--- src/rtl/uart_mem_sender.sv ---
// uart_mem_sender: walks a memory range and transmits each word as an 8-byte little-endian address/data UART record.
module uart_mem_sender #(
  parameter int CLK_HZ     = 50000000,
  parameter int SCLK_HZ    = 115200,
  parameter int ADDR_WIDTH = 10,
  parameter int DATA_WIDTH = 16,
  parameter int BANK       = 1
) (
  input  logic                  clk,
  input  logic                  reset,
  input  logic                  start,
  input  logic [ADDR_WIDTH-1:0] start_addr,
  input  logic [ADDR_WIDTH:0]   count,
  output logic                  busy,
  output logic                  done,
  output logic [ADDR_WIDTH-1:0] mem_r_addr,
  input  logic [DATA_WIDTH-1:0] mem_r_data,
  output logic                  uart_txd
);
  localparam int DIV = CLK_HZ / SCLK_HZ;
  localparam int DW  = DIV > 1 ? $clog2(DIV) : 1;
  typedef enum logic [2:0] {IDLE, READ, WAIT, SEND, NEXT} state_t;
  state_t state, state_nx;
  logic [ADDR_WIDTH:0] rem;
  logic [63:0] shreg;
  logic [DW-1:0] div_cnt;
  logic [3:0] bit_cnt;
  logic [2:0] byte_cnt;
  logic zero_done;
  logic [7:0] cur;
  logic [31:0] afield;
  logic bit_end, frame_end, last, accept;
  assign cur       = shreg[7:0];
  assign afield    = (32'(BANK) << ADDR_WIDTH) | 32'(mem_r_addr);
  assign bit_end   = div_cnt == DW'(DIV - 1);
  assign frame_end = bit_end && bit_cnt == 4'd9;
  assign last      = rem == (ADDR_WIDTH + 1)'(1);
  assign accept    = state == IDLE && start && |count;
  assign done      = zero_done || (state == NEXT && last);
  assign busy      = state != IDLE && !(state == NEXT && last);
  assign uart_txd  = state != SEND || (bit_cnt == 4'd0 ? 1'b0 : bit_cnt == 4'd9 ? 1'b1 : cur[3'(bit_cnt - 4'd1)]);
  always_comb begin
    state_nx = state;
    case (state)
      IDLE: state_nx = accept ? READ : IDLE;
      READ: state_nx = WAIT;
      WAIT: state_nx = SEND;
      SEND: state_nx = frame_end && byte_cnt == 3'd7 ? NEXT : SEND;
      NEXT: state_nx = last ? IDLE : READ;
      default: state_nx = IDLE;
    endcase
  end
  always_ff @(posedge clk) begin
    if (reset) begin
      state      <= IDLE;
      rem        <= '0;
      mem_r_addr <= '0;
      shreg      <= '0;
      div_cnt    <= '0;
      bit_cnt    <= '0;
      byte_cnt   <= '0;
      zero_done  <= 1'b0;
    end else begin
      state     <= state_nx;
      zero_done <= state == IDLE && start && !(|count);
      if (accept) begin
        mem_r_addr <= start_addr;
        rem        <= count;
      end
      if (state == WAIT) begin
        shreg    <= {32'(mem_r_data), afield};
        div_cnt  <= '0;
        bit_cnt  <= '0;
        byte_cnt <= '0;
      end
      if (state == SEND) begin
        div_cnt <= bit_end ? '0 : DW'(div_cnt + 1'b1);
        if (bit_end) begin
          bit_cnt <= frame_end ? 4'd0 : bit_cnt + 4'd1;
          if (frame_end) begin
            byte_cnt <= byte_cnt + 3'd1;
            shreg    <= shreg >> 8;
          end
        end
      end
      // the address only advances when another word follows, so it holds after the last read
      if (state == NEXT && !last) begin
        rem        <= (ADDR_WIDTH + 1)'(rem - 1);
        mem_r_addr <= ADDR_WIDTH'(mem_r_addr + 1);
      end
    end
  end
endmodule
--- config.mk ---
export PLATFORM = sky130hd
export DESIGN_NAME = uart_mem_sender
export DESIGN_NICKNAME = d
export VERILOG_FILES = /design/src/rtl/uart_mem_sender.sv
export SDC_FILE = /design/constraint.sdc
export NUM_CORES = 1
export LEC_CHECK = 0
export ABC_AREA = 1
export ABC_CLOCK_PERIOD_IN_PS = 3050
export CORE_MARGIN = 8
export CORE_UTILIZATION = 55
export CTS_CLUSTER_SIZE = 25
export DETAILED_ROUTE_END_ITERATION = 8
export MAX_ROUTING_LAYER = met4
export PLACE_DENSITY_LB_ADDON = 0.3
export SLEW_MARGIN = 10
export SYNTH_ARGS = -nofsm -noshare
export SYNTH_HDL_FRONTEND = slang
export SYNTH_SLANG_ARGS = --single-unit
export TNS_END_PERCENT = 30
--- constraint.sdc ---
create_clock -name clk -period 3.05 [get_ports clk]
set_input_delay 0.305 -clock clk [delete_from_list [all_inputs] [get_ports clk]]
set_output_delay 0.305 -clock clk [all_outputs]
set_load 0.005 [all_outputs]
---- After elaboration in Yosys (flattened, before gate mapping) ----
Index checks and enable logic that the tools add are counted.
word-level totals
  output and inout port bits .............. 13
  flip-flop bits (word level) ............. 105
  bits of input ports ..................... 40
operators by class
  reductions and logical operators ........ 19
  equality and inequality tests ........... 9
  add/subtract/negate cells ............... 6
  multiplexer cells ....................... 27
  order comparisons ....................... 1
operator list
  kind                   number
  $mux 64                4
  $mux 9                 3
  $mux 11                2
  $mux 10                2
  $mux 4                 4
  $mux 3                 5
  $pmux 3 s5             1
  $eq 11x1->1 const B    1
  $reduce_or 11->1       1
  $sub 11x1->11 const B  1
  $add 10x1->10 const B  1
  $add 9x1->9 const B    1
  $eq 9x9->1 const B     1
  $logic_and 1x1->1      8
  $eq 3x2->1 const B     2
  $eq 3x3->1 const B     2
  $mux 1                 5
  $add 4x1->4 const B    1
  $eq 4x4->1 const B     1
  $logic_not 4->1        1
  $lt 3x4->1 const B     1
  $reduce_bool 2->1      2
  $add 3x1->3 const B    1
  $bmux 1 s3             1
  other kinds (7)        10

---- Depth between registers and ports, before layout ----
  depth in word-level cells ............... 6
  depth in mapped cells ................... 11
  mapped depth without buffers ............ 11

---- Least setup slack after synthesis ----
No wires, ideal clock.
  kind .................................... reg-to-output
  start ................................... register bit_cnt[0]
  end ..................................... output uart_txd
  buffers on the path ..................... 0
  arrival time ............................ 1.348 ns
  slack ................................... 1.397 ns
  required time ........................... 2.745 ns
  cell stages (with the launch flop) ...... 10
  cells stage by stage .................... dfxtp_1 -> inv_1 -> ha_1 -> inv_1 -> o21ai_0 -> o22ai_1 -> nand2_1 -> nand3_1 -> nand2_1 -> nand2_1
on the way
  word-level cells in the longest chain between the ends .. 6
  elaborated cells on any way between the ends .. 8
  those cells by class .................... 1 x add/sub; 1 x eq/ne; 4 x mux; 2 x reduce/logical
ends and longest elaborated chain
  element                       line  text
  start: declaration            27    logic [3:0] bit_cnt;
  start signal: assignment      79    bit_cnt <= frame_end ? 4'd0 : bit_cnt + 4'd1;
  $sub 3x1->3                   41    assign uart_txd = state != SEND || (bit_cnt == 4'd0 ? 1'b0 : bit_cnt == 4'd9 ? 1'b1 : cur[3'(bit_cnt - 4'd1)]) ...
  $bmux 1 s3                    41
  $mux 1 (not written as such)  41
  $mux 1                        41
  $mux 1 (*)                    41
  $logic_or 1x1->1 (*)          41
  end: declaration              18    output logic uart_txd
Every way passes the cells marked *; elsewhere a longest branch is shown, timed or not. The select of a mux whose other input is x is not followed.

---- Worst setup path in the final report ----
Same ends and word-level chain as after synthesis.

==> impl_metrics.csv <==
group,metric,value,unit
min_path,hold_depth,2,
clock_network,postCtsSetupRepairBufs,0,
layout,nets,853,
clock_network,post_cts_resized,0,
sta,fin_crit_sh,92.09,%
critical_path,cp-end-kind,"output port",
critical_path,cp_num_cells,10,
layout,diodes,0,
clock_network,cts_made_buffers,9,
critical_path,path_cells,"inv_1 > ha_1 > inv_1 > o21ai_0 > o22ai_1 > nand2_1 > nand3_1 > nand2_1 > nand2_1 > clkdlybuf4s50_1",
critical_path,critPathMaxFanout,9,
synthesis,synth_compound_area_share,9.783,%
detailed_routing,drcViolationCount,0,
sta,finClkSkew,0.01707,ns
synthesis,dominantRegCellSynth,"dfxtp_1",
critical_path,worstSetupStartpointType,"flop",
global_route,grt_overflow,0,
floorplan,fp-row-count,35,
synthesis,synth_adder_area_share,2.625,%
critical_path,critPathBufInv,3,
layout,final_core_util,64.16,%
synthesis,netlist_area,0.005244,mm²
sta,tightest_slew,0.7851,ns
detailed_routing,drt_pre_antenna_iters,5,
sta,rsz0062_at_grt,"no",
place,gp_congestion,0.8739,
floorplan,core_area,0.009240,mm²
synthesis,yosys.area_share.simple,37.22,%
pwr,p_leak,2.483,nW
floorplan,io_pins,53,
critical_path,required,2.74,ns
min_path,hold_path_end,"shreg[57]$_SDFF_PP0_",
sta,relSlewSlack,47.60,%
clock_network,cts_tree,"done",
critical_path,rr_endpoint,"mem_r_addr[0]$_SDFFE_PP0P_",
synthesis,synth_cell_types,32,
synthesis,async_flop_share,0,%
synthesis,synth_top_family_by_area,"simple AND/OR/NAND/NOR gates",
run_status,outcome,"completed",
clock_network,clk_latency,0.38,ns
synthesis,ys_warn_count,0,
synthesis,synth-edff-count,0,
critical_path,path_common_cell,"nand2_1",
synthesis,syn_area_per_cell,6.766,µm²
synthesis,synth_largest_area_cell,"dfxtp_1",
global_route,grt_pass1_wl,21110,µm
min_path,hold_class,"flop to flop",
clock_network,h-tree-depth,3,
pwr,pwr_density_cell,471.6,mW/mm²
detailed_routing,drt_wl_total,12550,µm
critical_path,ff2ff_path_depth,8,
min_path,hold_start,"shreg[57]$_SDFF_PP0_",
critical_path,crit_arrival,2.50,ns
synthesis,synth_top_area_share,40.09,%
synthesis,ys_seq_elements,105,
clock_network,clock_sinks,105,
synthesis,synthMuxAreaShare,0,%
sta,max_freq,356.0,MHz
flow_run,drv_cap,0,
detailed_routing,via_per_inst,5.342,
global_route,grt_max_degree,60,
layout,area_delta_synth_final,13.05,%
global_route,grt_antenna_before_repair,0,
detailed_routing,wire_per_inst,13.41,µm
clock_network,path_clk_slew,0.12,ns
synthesis,ys_top_cells_by_count,"nand2_1 (218), nor2_1 (108), dfxtp_1 (105)",
synthesis,synth_area_leaders,"dfxtp_1 (40%), nand2_1 (16%), nand3_1 (9.1%)",
critical_path,cpMaxStageDelayCell,"dfxtp_1",
synthesis,synth_xor_area_share,1.503,%
critical_path,crit_path_max_incr_delay,0.51,ns
place,place_hpwl,8831,µm
pwr,vdd_drop_max,323.1,µV
detailed_routing,drt_iter0_markers,379,
place,port_buffers,52,
synthesis,yosysSeqAreaShare,40.09,%
synthesis,synth_nets,826,
critical_path,crit_family,"buffers and inverters",
global_route,grt_usage,20.06,%
floorplan,die-area,0.01291,mm²
clock_network,cts-root-buf,"clkbuf_8",
critical_path,ff2ff_setup_slack,0.96,ns
sta,setup_viol,0,
sta,drv_slew,0,
clock_network,ctsHoldBuffers,0,
detailed_routing,vias,5000,
sta,period_needed,2.809,ns
critical_path,path_class,"flop to output port",
floorplan,die-height,113.6,µm
clock_network,cts_buffer_depth,2,
global_route,grt_pass1_vias,4777,
layout,nFillCells,839,
floorplan,initial_core_util,56.75,%
synthesis,synthCells,775,
sta,hold_viol_final,0,
floorplan,die_x,113.6,µm
synthesis,post-synth-top-count-cell,"nand2_1",
critical_path,r2r_start,"rem[1]$_SDFFE_PP0P_",
sta,tns,0,ns
detailed_routing,postRouteAntennaNets,0,
layout,drive_above_1_share,6.196,%
[worst register-to-register path, stage by stage, from the launching register on]
cell     delay (ns)
dfxtp_1        0.34
inv_1          0.08
ha_1           0.14
nand3_1        0.20
o21ai_4        0.50
nand2_2        0.28
inv_2          0.26
nand2_1        0.09
a21oi_1        0.15
[power by group]
group	total [mW]	leakage [nW]	switching (mW)	internal, mW
Combinational	0.437	1.53	0.258	0.178
Sequential	1.47	0.851	0.0520	1.42
Clock	0.887	0.104	0.557	0.330
Total	2.80	2.48	0.867	1.93
[cells in the final DEF, fill, tap and decap left out, types with 9 or more instances in the layout]
| cell type | n |
|---|---|
| clkdlybuf4s50_1 | 51 |
| o211ai_1 | 10 |
| dfxtp_1 | 105 |
| inv_1 | 49 |
| inv_2 | 9 |
| nand3_1 | 95 |
| nor2_1 | 108 |
| o21ai_0 | 18 |
| clkbuf_8 | 9 |
| a21oi_1 | 59 |
| nand2_1 | 218 |
| ha_1 | 11 |
[cell type report]
class	count	area [µm²]	area share, %
clock buffer	9	123.9	2.089
clock inverter	7	81.33	1.372
inverter	58	217.7	3.672
multi-input combinational	570	2681	45.23
sequential	105	2102	35.46
tap	129	161.4	2.723
timing repair buffer	58	560.5	9.455
[how the worst max path moves through the flow]
stage	slack (ns)	start	endpoint
4_1_cts	0.24	bit_cnt[0]$_SDFF_PP0_	uart_txd
2_1_floorplan	1.40	bit_cnt[0]$_SDFF_PP0_	uart_txd
6_report	0.24	bit_cnt[0]$_SDFF_PP0_	uart_txd
5_1_grt	0.006	bit_cnt[0]$_SDFF_PP0_	uart_txd
3_3_place_gp	0.72	count[0]	rem[1]$_SDFFE_PP0P_
3_5_place_dp	0.60	count[0]	mem_r_addr[0]$_SDFFE_PP0P_
[cells by family after synthesis]
logic type      after synthesis
simple gates                456
xor+xnor                      9
flops                       105
compound gates               94
fa+ha+maj                    11
buf+inv                     100
[flip-flops by register name (all words and copies together) (netlist names)]
name,flops
state,3
shreg,64
byte_cnt,3
zero_done,1
bit_cnt,4
mem_r_addr,10
rem,11
div_cnt,9
[metal layers]
layer	share of wire (%)	GRT usage, %	vias to the layer above
met5	0	-	-
met4	1.4	7.105	0
met3	4.5	4.279	19
met2	50	33.33	126
met1	44	23.50	2314
li1	-	-	2541
[through the flow]
step           instances  power (mW)  setup slack (ns)  hold WS [ns]  area, µm²
3_3_place_gp         920       1.918            0.7221        0.4278       5723
3_5_place_dp         920       1.934            0.6050        0.4300       5723
4_1_cts              936       2.808            0.2376        0.4492       5928
5_1_grt              936       2.912          0.005835        0.4710       5928
2_1_floorplan        775       1.789             1.397        0.4180       5244
6_report             936       2.796            0.2413        0.4470       5928
Note: power is estimated with default switching activity, not from simulation.
